<file path="src/rtl/voice_bus_sequencer_if.sv">
// Voice register bus plus the note-event port of voice_bus_sequencer.
// The master modport is the sequencer's view; slave is the environment's view.
interface voice_bus_sequencer_if;
    logic        EvValid;
    logic        EvReady;
    logic        EvNoteOn;
    logic [7:0]  EvIncr;
    logic [1:0]  EvWaveType;
    logic [7:0]  EvPulseWidth;
    logic [7:0]  EvSustain;
    logic [15:0] BusAddress;
    logic [7:0]  BusData;
    logic        BusReadWrite;
    logic        BusClock;
    logic        Busy;

    modport master (
        input  EvValid, EvNoteOn, EvIncr, EvWaveType, EvPulseWidth, EvSustain,
        output EvReady, BusAddress, BusData, BusReadWrite, BusClock, Busy
    );

    modport slave (
        output EvValid, EvNoteOn, EvIncr, EvWaveType, EvPulseWidth, EvSustain,
        input  EvReady, BusAddress, BusData, BusReadWrite, BusClock, Busy
    );
endinterface

</file>
<file path="src/rtl/voice_bus_sequencer.sv">
// Buffers note events in a FIFO and replays each as an ordered series of
// three-cycle register writes, skipping parameter writes that match shadows.
module voice_bus_sequencer #(
    parameter logic [15:0] BASE_ADDR = 16'h0010,
    parameter int unsigned DEPTH     = 4
) (
    input logic                   Clock,
    input logic                   Reset,
    voice_bus_sequencer_if.master vb
);

    localparam int unsigned AW = $clog2(DEPTH);

    typedef struct packed {
        logic       note_on;
        logic [7:0] incr;
        logic [1:0] wave;
        logic [7:0] pw;
        logic [7:0] sus;
    } event_t;

    typedef enum logic [2:0] {IDLE, LOAD, SETUP, STROBE, HOLD} state_t;

    // Bit positions of the write list; ascending order is bus issue order.
    typedef enum logic [2:0] {
        IT_GATE_OFF, IT_INCR, IT_WAVE, IT_PW, IT_SUS, IT_GATE_ON
    } item_t;

    state_t      state_q, state_d;
    item_t       cur_q, cur_d, nxt;
    logic [5:0]  pend_q, pend_d, list;
    event_t      fifo_q [DEPTH];
    event_t      ev_in, work_q;
    logic [AW:0] wr_ptr_q, wr_ptr_d, rd_ptr_q, rd_ptr_d;
    logic        ready_q, ready_d, empty, push, pop;
    logic [7:0]  sh_incr_q, sh_pw_q, sh_sus_q;
    logic [1:0]  sh_wave_q;
    logic [3:0]  sh_vld_q;
    logic        gate_q;
    logic [15:0] addr_q, addr_d;
    logic [7:0]  data_q, data_d;
    logic        rw_q, rw_d, bclk_q, bclk_d, busy_q, busy_d;

    function automatic item_t first_item(input logic [5:0] mask);
        item_t      r;
        logic [2:0] idx;
        r = IT_GATE_OFF;
        for (int unsigned i = 0; i < 6; i++) begin
            idx = 3'(5 - i);
            if (mask[idx]) r = item_t'(idx);
        end
        return r;
    endfunction

    function automatic logic [15:0] item_offset(input item_t it);
        case (it)
            IT_INCR: return 16'd1;
            IT_WAVE: return 16'd2;
            IT_PW:   return 16'd3;
            IT_SUS:  return 16'd4;
            default: return 16'd0;
        endcase
    endfunction

    function automatic logic [7:0] item_data(input item_t it, input event_t ev);
        case (it)
            IT_INCR:    return ev.incr;
            IT_WAVE:    return {6'b0, ev.wave};
            IT_PW:      return ev.pw;
            IT_SUS:     return ev.sus;
            IT_GATE_ON: return 8'h01;
            default:    return 8'h00;
        endcase
    endfunction

    assign ev_in    = {vb.EvNoteOn, vb.EvIncr, vb.EvWaveType, vb.EvPulseWidth, vb.EvSustain};
    assign empty    = (wr_ptr_q == rd_ptr_q);
    assign push     = vb.EvValid && ready_q;
    assign pop      = (state_q == IDLE) && !empty;
    assign wr_ptr_d = wr_ptr_q + {{AW{1'b0}}, push};
    assign rd_ptr_d = rd_ptr_q + {{AW{1'b0}}, pop};
    // EvReady is registered: it reflects fullness after this cycle's push/pop.
    assign ready_d  = !((wr_ptr_d[AW] != rd_ptr_d[AW]) &&
                        (wr_ptr_d[AW-1:0] == rd_ptr_d[AW-1:0]));

    always_comb begin
        list = '0;
        list[IT_GATE_OFF] = gate_q;
        if (work_q.note_on) begin
            list[IT_INCR]    = !(sh_vld_q[0] && sh_incr_q == work_q.incr);
            list[IT_WAVE]    = !(sh_vld_q[1] && sh_wave_q == work_q.wave);
            list[IT_PW]      = !(sh_vld_q[2] && sh_pw_q == work_q.pw);
            list[IT_SUS]     = !(sh_vld_q[3] && sh_sus_q == work_q.sus);
            list[IT_GATE_ON] = 1'b1;
        end
    end

    always_comb begin
        state_d = state_q;
        cur_d   = cur_q;
        pend_d  = pend_q;
        nxt     = IT_GATE_OFF;
        case (state_q)
            IDLE: if (!empty) state_d = LOAD;
            LOAD: begin
                if (list != '0) begin
                    nxt     = first_item(list);
                    cur_d   = nxt;
                    pend_d  = list & ~(6'd1 << nxt);
                    state_d = SETUP;
                end else begin
                    state_d = IDLE;
                end
            end
            SETUP:  state_d = STROBE;
            STROBE: state_d = HOLD;
            HOLD: begin
                if (pend_q != '0) begin
                    nxt     = first_item(pend_q);
                    cur_d   = nxt;
                    pend_d  = pend_q & ~(6'd1 << nxt);
                    state_d = SETUP;
                end else begin
                    state_d = IDLE;
                end
            end
            default: state_d = IDLE;
        endcase

        // Outputs are registered from the next state so they align with it.
        addr_d = '0;
        data_d = '0;
        rw_d   = 1'b0;
        bclk_d = 1'b0;
        busy_d = (state_d != IDLE);
        if (state_d == SETUP || state_d == STROBE || state_d == HOLD) begin
            rw_d   = 1'b1;
            addr_d = BASE_ADDR + item_offset(cur_d);
            data_d = item_data(cur_d, work_q);
            bclk_d = (state_d == STROBE);
        end
    end

    always_ff @(posedge Clock) begin
        if (push) fifo_q[wr_ptr_q[AW-1:0]] <= ev_in;
    end

    always_ff @(posedge Clock or negedge Reset) begin
        if (!Reset) begin
            state_q   <= IDLE;
            cur_q     <= IT_GATE_OFF;
            pend_q    <= '0;
            wr_ptr_q  <= '0;
            rd_ptr_q  <= '0;
            ready_q   <= 1'b1;
            work_q    <= '0;
            sh_incr_q <= '0;
            sh_wave_q <= '0;
            sh_pw_q   <= '0;
            sh_sus_q  <= '0;
            sh_vld_q  <= '0;
            gate_q    <= 1'b0;
            addr_q    <= '0;
            data_q    <= '0;
            rw_q      <= 1'b0;
            bclk_q    <= 1'b0;
            busy_q    <= 1'b0;
        end else begin
            state_q  <= state_d;
            cur_q    <= cur_d;
            pend_q   <= pend_d;
            wr_ptr_q <= wr_ptr_d;
            rd_ptr_q <= rd_ptr_d;
            ready_q  <= ready_d;
            addr_q   <= addr_d;
            data_q   <= data_d;
            rw_q     <= rw_d;
            bclk_q   <= bclk_d;
            busy_q   <= busy_d;
            if (pop) work_q <= fifo_q[rd_ptr_q[AW-1:0]];
            if (state_q == HOLD) begin
                case (cur_q)
                    IT_GATE_OFF: gate_q <= 1'b0;
                    IT_INCR:     begin sh_incr_q <= work_q.incr; sh_vld_q[0] <= 1'b1; end
                    IT_WAVE:     begin sh_wave_q <= work_q.wave; sh_vld_q[1] <= 1'b1; end
                    IT_PW:       begin sh_pw_q   <= work_q.pw;   sh_vld_q[2] <= 1'b1; end
                    IT_SUS:      begin sh_sus_q  <= work_q.sus;  sh_vld_q[3] <= 1'b1; end
                    IT_GATE_ON:  gate_q <= 1'b1;
                    default:     ;
                endcase
            end
        end
    end

    assign vb.EvReady      = ready_q;
    assign vb.BusAddress   = addr_q;
    assign vb.BusData      = data_q;
    assign vb.BusReadWrite = rw_q;
    assign vb.BusClock     = bclk_q;
    assign vb.Busy         = busy_q;

endmodule

</file>
<file path="src/flat_wrapper.sv">
// flat-port wrapper written by rule: the top's interface ports become plain ports
module voice_bus_sequencer_flat 
#(
    parameter logic [15:0] BASE_ADDR = 16'h0010,
    parameter int unsigned DEPTH     = 4
)
  (Clock, Reset, vb_EvValid, vb_EvNoteOn, vb_EvIncr, vb_EvWaveType, vb_EvPulseWidth, vb_EvSustain, vb_EvReady, vb_BusAddress, vb_BusData, vb_BusReadWrite, vb_BusClock, vb_Busy);
  voice_bus_sequencer_if vb_i ();
  input logic Clock;
  input logic Reset;
  input wire logic [$bits(vb_i.EvValid)-1:0] vb_EvValid;
  input wire logic [$bits(vb_i.EvNoteOn)-1:0] vb_EvNoteOn;
  input wire logic [$bits(vb_i.EvIncr)-1:0] vb_EvIncr;
  input wire logic [$bits(vb_i.EvWaveType)-1:0] vb_EvWaveType;
  input wire logic [$bits(vb_i.EvPulseWidth)-1:0] vb_EvPulseWidth;
  input wire logic [$bits(vb_i.EvSustain)-1:0] vb_EvSustain;
  output wire logic [$bits(vb_i.EvReady)-1:0] vb_EvReady;
  output wire logic [$bits(vb_i.BusAddress)-1:0] vb_BusAddress;
  output wire logic [$bits(vb_i.BusData)-1:0] vb_BusData;
  output wire logic [$bits(vb_i.BusReadWrite)-1:0] vb_BusReadWrite;
  output wire logic [$bits(vb_i.BusClock)-1:0] vb_BusClock;
  output wire logic [$bits(vb_i.Busy)-1:0] vb_Busy;
  assign vb_i.EvValid = vb_EvValid;
  assign vb_i.EvNoteOn = vb_EvNoteOn;
  assign vb_i.EvIncr = vb_EvIncr;
  assign vb_i.EvWaveType = vb_EvWaveType;
  assign vb_i.EvPulseWidth = vb_EvPulseWidth;
  assign vb_i.EvSustain = vb_EvSustain;
  assign vb_EvReady = vb_i.EvReady;
  assign vb_BusAddress = vb_i.BusAddress;
  assign vb_BusData = vb_i.BusData;
  assign vb_BusReadWrite = vb_i.BusReadWrite;
  assign vb_BusClock = vb_i.BusClock;
  assign vb_Busy = vb_i.Busy;
  voice_bus_sequencer #(.BASE_ADDR(BASE_ADDR), .DEPTH(DEPTH)) u_core (.Clock(Clock), .Reset(Reset), .vb(vb_i));
endmodule
</file>
<file path="config.mk">
export PLATFORM = sky130hd
export DESIGN_NAME = voice_bus_sequencer_flat
export DESIGN_NICKNAME = d
export VERILOG_FILES = /design/src/rtl/voice_bus_sequencer_if.sv /design/src/rtl/voice_bus_sequencer.sv /design/src/flat_wrapper.sv
export SDC_FILE = /design/constraint.sdc
export NUM_CORES = 1
export LEC_CHECK = 0
export CAP_MARGIN = 20
export CORE_MARGIN = 2
export CORE_UTILIZATION = 33
export CTS_CLUSTER_SIZE = 40
export DETAILED_ROUTE_END_ITERATION = 8
export GPL_TIMING_DRIVEN = 0
export HOLD_SLACK_MARGIN = 0.05
export PLACE_DENSITY = 0.51
export SKIP_LAST_GASP = 1
export SYNTH_ARGS = -nofsm -noshare
export SYNTH_HDL_FRONTEND = slang
export SYNTH_SLANG_ARGS = --single-unit
</file>
<file path="constraint.sdc">
create_clock -name Clock -period 5.1 [get_ports Clock]
set_input_delay 1.53 -clock Clock [delete_from_list [all_inputs] [get_ports Clock]]
set_output_delay 1.53 -clock Clock [all_outputs]
set_load 0.03 [all_outputs]
</file>
==> results of run 1 <==
-- state kept, by name, indices dropped and copies added (netlist names), 4 cells and up --
register and flops:
u_core.fifo_q 108, u_core.pend_q 6, u_core.sh_vld_q 4, u_core.sh_pw_q 8
u_core.sh_incr_q 8, u_core.work_q 27, u_core.sh_sus_q 8, u_core.vb.BusData 8
-- path summary, 6_finish.rpt --
kind / cells after the start / slack [ns] / end / from
hold reg to reg: 1 / 0.47 / u_core.sh_vld_q[0] / u_core.sh_vld_q[0]
setup / recovery: 11 / 1.71 / u_core.vb.EvReady / u_core.rd_ptr_q[0]
max in group asynchronous: 2 / 3.46 / u_core.sh_pw_q[7] / Reset
min in group asynchronous: 1 / 0.99 / u_core.wr_ptr_q[1] / Reset
hold / removal: 1 / 0.47 / u_core.sh_vld_q[0] / u_core.sh_vld_q[0]
setup reg to reg: 11 / 1.71 / u_core.vb.EvReady / u_core.rd_ptr_q[0]
-- power breakdown --
group	internal (uW)	switching (uW)	total (uW)	leakage, uW
sequential	2180	327	2510	0.00214
combinational	1080	1170	2250	0.00129
clock	748	632	1380	0.000292
total	4010	2130	6140	0.00373
-- final cells by class --
type / instances / area [sq um]
well taps: 330 / 413
clock buffers: 18 / 429
plain buffers: 28 / 189
multi-input cells: 281 / 2650
repair buffers: 55 / 577
inverters: 7 / 26.3
clock inverters: 14 / 180
fillers: 2289 / 15000
flip-flops and latches: 199 / 5520
-- routing by layer --
metal / vias to the layer above / part of all wire / global-route usage / wire (um)
met4: 0 / 0.012 / 0.0455 / 200
met1: 2300 / 0.47 / 0.173 / 7780
met5: - / 0 / 0 / 0
met2: 71 / 0.49 / 0.214 / 8020
met3: 12 / 0.026 / 0.0252 / 431
li1: 2084 / - / - / -
-- logic make-up (layout without fill, tap and decap cells) --
kind of cell,count (synthesis),after routing,share of synthesized area
flops,199,199,0.663
simple gates,97,97,0.0708
compound gates,53,53,0.0516
buf+inv,35,122,0.0259
mux,80,80,0.145
other cells,1,12,0.000450
fa+ha+maj,5,5,0.00752
xor+xnor,34,34,0.0358
-- synthesized netlist by cell type, drive strengths merged, types with 3 or more instances --
library cell / number / area (sq um)
a21o: 6 / 45.0
a21oi: 11 / 58.8
a32o: 3 / 30.0
and2: 3 / 21.3
buf: 24 / 174
clkbuf: 4 / 15.0
dfrtp: 90 / 2250
edfxtp: 108 / 3240
ha: 5 / 62.6
inv: 6 / 22.5
mux2: 53 / 597
mux4: 27 / 608
nand2: 11 / 41.3
nand2b: 6 / 40.0
nand3: 13 / 70.1
nand4: 13 / 81.3
nor2: 11 / 43.8
nor2b: 8 / 50.1
nor3: 9 / 45.0
nor3b: 5 / 42.5
nor4: 5 / 52.6
o211ai: 7 / 52.6
o21ai: 8 / 43.8
or2: 4 / 25.0
xnor2: 13 / 114
xor2: 21 / 184
-- metrics by stage --
step	TNS [ns]	total power (uW)	cells	util	setup WS (ns)
after floorplan	0	4100	515	-	0.971
after global placement	-170.87	4740	890	0.370	-1.26
after detailed placement	0	4830	900	0.375	1.59
after CTS	0	6230	932	0.400	1.59
after global routing	0	6510	932	0.400	1.41
final	0	6140	932	0.400	1.71
==> metrics.md, run 1 <==
| Metric | Value |
|---|---|
| Number of synthesized register bits | `199` |
| Worst vdd ir | `about 0.00024 V` |
| Clock Path Buffers | `2` |
| Layout area overhead | `19.9%` |
| DRC | `0` |
| Core footprint | `roughly 25,000 sq um` |
| First-pass GRT wire length | `between 20,000 and 30,000 um` |
| Mapped Cells | `504` |
| Post-synth EDFFs | `about 110` |
| PwrDens | `616 nW/um^2` |
| CP Capture Type | `flip-flop` |
| Post-synthesis sequential area ratio | `0.663` |
| Crit path time final | `between 3 and 4 ns` |
| Post-cts gate resize count | `0` |
| Initial antenna violation count | `0` |
| HPWL Detailed | `around 12,000 um` |
| Crit path max-delay family | `buffers and inverters` |
| Max cap viols | `0` |
| Number of diodes | `0` |
| Vias in the first global route | `around 4,600` |
| Final period util | `0.665` |
| CP Class | `flip-flop to flip-flop` |
| Pre-antenna DRT Iters | `5` |
| Pins Over Slew Limit | `0` |
| Post-route cell area | `roughly 10000 sq um` |
| Synthesized area per cell | `between 15 and 20 sq um` |
| Detail Route Antenna Nets | `0` |
| Placed standard-cell area | `between 9000 and 10,000 sq um` |
| Final setup violation count | `0` |
| Worst Hold Class | `flip-flop to flip-flop` |
| Vias per inst | `between 4 and 5` |
| Worst clock skew | `around 0.011 ns` |
| Final nets | `624` |
| WL/cell | `roughly 18 um` |
| Most used DFF post-synth | `edfxtp_1` |
| CP arrival | `3.73 ns` |
| Fmax | `between 0.2 and 0.3 GHz` |
| Routed vias | `4,467` |
| WP data required | `roughly 5.4 ns` |
| Htree depth | `4` |
| Run status | `completed` |
| Cts bufs inserted | `17` |
| CTS Root Cell | `clkbuf_16` |
| Mapped Area | `between 8000 and 9000 sq um` |
| Startpoint Class | `flip-flop` |
| RSZ-0062 raised after global routing | `false` |
| Post-cts hold buffer count | `0` |
| Worst path slowest cell | `clkbuf_1` |
| Synth unique cells | `66` |
| Worst-path clk slew | `approximately 0.080 ns` |
| Die Wd | `about 160 um` |
| Chip Height | `between 150 and 200 um` |
| Post-Route WL | `16,400 um` |
| Hold slack | `0.468 ns` |
| Cell Chain, Critical Path | `buf_2 -> xor2_1 -> nor3_1 -> nor4_1 -> clkbuf_1 -> buf_2 -> ha_1 -> ha_1 -> xor2_1 -> xnor2_1 -> or3_1` |
| Port Buffers | `45` |
| Rows | `a little under 60` |
| # IOs | `slightly below 60` |
| Commonest non-fill, non-tap cell in the layout | `edfxtp_1` |
| Asr flop ratio synth | `0.457` |
| CTS Sinks | `between 150 and 200` |
| Most frequent cells in the layout | `edfxtp_1, dfrtp_1, mux2_2` |
| Crit-path max cell delay | `approximately 0.5 ns` |
| Buf/Inv on CP | `3` |
| Worst slew margin | `0.367` |
| Clk_lat worst skew | `0.42 ns` |
| Largest net degree at the start of global routing | `72` |
| Hold Fails Final Rpt | `0` |
| Lkg Pwr | `roughly 0.0037 uW` |
| Initial Util | `0.333` |
| GRT Overall Usage | `0.130` |
| Post-CTS setup repair buffer count | `0` |
| Initial DRC count | `about 260` |
| Synth warn | `0` |
| Crit Path Max Fanout | `10` |
| GP Congestion | `between 0.8 and 0.9` |
| Worst Max-Slew Pin Slew | `0.950 ns` |
| Fraction of layout cells with a size suffix above 1 | `0.282` |
| Die ar. | `between 20,000 and 30,000 sq um` |
| Global route overflow | `0` |
| CTS tree | `yes` |
Note: power is estimated with default switching activity, not from simulation.
==> run 2: changes to the inputs <==
==> constraint.sdc (replaced) <==
create_clock -name Clock -period 3.4 [get_ports Clock]
set_input_delay 1.02 -clock Clock [delete_from_list [all_inputs] [get_ports Clock]]
set_output_delay 1.02 -clock Clock [all_outputs]
set_load 0.03 [all_outputs]
==> run 2 against run 1 <==
  * Non-clock buffer count shrank 3
  * Sequential power grew 50%
  * Hold slack gained 0.0048 ns
  * Critical endpoint is now u_core.vb.BusData[4]
  * Clock skew grew 0.0021 ns
  * Die area is the same
  * Maximum frequency grew 8.6%
  * Sequential share of layout area shrank 0.39 points
  * Via count grew 0.20%
  * Clock power grew 49%
  * Worst setup slack lost 1.4 ns
==> metrics.md, run 2 (same netlist as run 1, synthesis figures left out) <==
| Metric | Value |
|---|---|
| Run status | `completed` |
| Initial DRC count | `between 200 and 300` |
| Worst clock skew | `approximately 0.014 ns` |
| Vias in the first global route | `between 4,000 and 5,000` |
| Largest net degree at the start of global routing | `about 60` |
| Post-Route WL | `approximately 16,000 um` |
| Levels on crit path | `9` |
| Crit Path Max Fanout | `9` |
| HPWL Detailed | `11,600 um` |
| Worst-path clk slew | `about 0.08 ns` |
| Crit path max-delay family | `compound AO/OA/AOI/OAI gates` |
| Fraction of layout cells with a size suffix above 1 | `0.285` |
| Pre-antenna DRT Iters | `4` |
| Crit-path max cell delay | `around 0.57 ns` |
| Comb pwr share | `0.371` |
| Fmax | `~0.32 GHz` |
| Total power | `~9300 uW` |
| PwrDens | `~900 nW/um^2` |
| WL/cell | `17.6 um` |
| DRC | `0` |
| Min-Delay Endpoint | `u_core.sh_vld_q[0]` |
| Worst slew margin | `0.399` |
| Reg2Reg Capture Point | `u_core.vb.BusData[4]` |
| Final nets | `roughly 620` |
| Hold Fails Final Rpt | `0` |
| Chip Height | `between 150 and 200 um` |
| Clock Path Buffers | `2` |
| Die ar. | `26,500 sq um` |
| Most frequent cells in the layout | `edfxtp_1, dfrtp_1, mux2_2` |
| Hold slack | `about 0.47 ns` |
| Lkg Pwr | `between 0.003 and 0.004 uW` |
| Global route overflow | `0` |
| # IOs | `58` |
| Clk pwr share | `0.222` |
| CTS Sinks | `199` |
| RSZ-0062 raised after global routing | `false` |
| Setup TNS | `0 ns` |
| Worst vdd ir | `~0.00038 V` |
| CP arrival | `3.41 ns` |
| Initial antenna violation count | `0` |
| First-pass GRT wire length | `around 26,000 um` |
| Hold_sp | `u_core.sh_vld_q[0]` |
| GP Congestion | `approximately 0.80` |
| Worst path slowest cell | `or4_1` |
| Worst Max-Slew Pin Slew | `0.901 ns` |
| Port Buffers | `45` |
| Startpoint Class | `flip-flop` |
| Htree depth | `4` |
| R2r setup slk | `roughly 0.28 ns` |
| CP Capture Type | `flip-flop` |
| Core footprint | `around 25,000 sq um` |
| Cell Count Post-Placement | `897` |
| Final setup violation count | `0` |
| Buf/Inv on CP | `1` |
| Rows | `between 50 and 60` |
| Pins Over Slew Limit | `0` |
| Number of diodes | `0` |
| Clk_lat worst skew | `between 0.4 and 0.5 ns` |
| Flop pwr share | `0.407` |
| Reg2reg start | `u_core.work_q[16]` |
| Detail Route Antenna Nets | `0` |
| Initial Util | `0.333` |
| Routed vias | `roughly 4,500` |
| CTS tree | `yes` |
| R2R cell count | `9` |
| Final period util | `0.918` |
| Worst Hold Class | `flip-flop to flip-flop` |
| Max reg flops | `~110` |
| GRT Overall Usage | `0.133` |
| Max cap viols | `0` |
| Crit path time final | `3.12 ns` |
| WP data required | `~3.7 ns` |
| Final Instance Count excl. Fillers | `slightly above 900` |
| Hold path depth | `1` |
| Pint | `6070 uW` |
| NetSw | `approximately 3200 uW` |
| Vias per inst | `between 4 and 5` |
| CTS Root Cell | `clkbuf_16` |
| Commonest non-fill, non-tap cell in the layout | `edfxtp_1` |
| Die Wd | `between 150 and 200 um` |
| Cts bufs inserted | `17` |
| CP Class | `flip-flop to flip-flop` |
| Cell Chain, Critical Path | `xnor2_1 -> nand3_1 -> or4_1 -> o21ai_2 -> clkinvlp_4 -> ha_1 -> nor2_1 -> a41oi_4 -> a21oi_1` |
| Layout area overhead | `20.7%` |
| Switching Share | `0.345` |
| Post-CTS setup repair buffer count | `0` |
run 2: changes by cell type in the layout (fill, tap and decap cells not counted), moves of 2 or more:
cell and change:
buf_6 -9, buf_16 +4, buf_8 +2, clkbuf_1 -2
nor3b_2 -2, nor3b_4 +2
run 2: worst max-delay path by stage:
| stage | from | to | slack [ns] |
|---|---|---|---|
| after floorplan | vb_EvValid | u_core.fifo_q[1][0] | 0.70 |
| after global placement | Reset | u_core.vb.BusData[3] | -2.01 |
| after detailed placement | u_core.rd_ptr_q[0] | u_core.vb.EvReady | -0.21 |
| after CTS | u_core.rd_ptr_q[0] | u_core.vb.EvReady | 0.16 |
| after global routing | u_core.work_q[12] | u_core.vb.BusData[4] | 0.007 |
| final | u_core.work_q[16] | u_core.vb.BusData[4] | 0.28 |
run 2: what timing repair did:
| item | in CTS | in global routing |
|---|---|---|
| pin swaps | 0 | 0 |
| hold buffers | 0 | 0 |
| resized for setup | 2 | 3 |
| setup endpoints to repair | 1 | 2 |
run 2: power groups by stage:
stage          Clock, uW  Sequential, uW  Combinational (uW)
5_1_grt             2220            3870                3780
3_5_place_dp           0            3840                3480
6_report            2060            3770                3440
4_1_cts             2120            3790                3500
2_1_floorplan          0            3780                2370
3_3_place_gp           0            3810                3310
run 2: stage by stage:
step	setup WS, ns	area [sq um]	utilization
2_1_floorplan	0.698	8380	-
6_report	0.280	10100	0.403
5_1_grt	0.00736	10100	0.403
3_5_place_dp	-0.209	9430	0.378
4_1_cts	0.161	10000	0.402
3_3_place_gp	-2.01	9240	0.370
run 2: area by class of cell:
| type | count | area (sq um) |
|---|---|---|
| Fill cell | 2320 | 14900 |
| Clock buffer | 17 | 425 |
| Buffer | 28 | 193 |
| Multi-Input combinational cell | 281 | 2670 |
| Sequential cell | 199 | 5520 |
| Inverter | 7 | 30.0 |
| Timing Repair Buffer | 52 | 616 |
| Clock inverter | 15 | 183 |
| Tap cell | 330 | 413 |
run 2: metal layers:
| metal | GRT usage | share of wire | vias up |
|---|---|---|---|
| li1 | - | - | 2075 |
| met1 | 0.176 | 0.45 | 2300 |
| met2 | 0.216 | 0.50 | 74 |
| met3 | 0.0278 | 0.031 | 27 |
| met4 | 0.0499 | 0.021 | 0 |
| met5 | 0 | 0 | - |
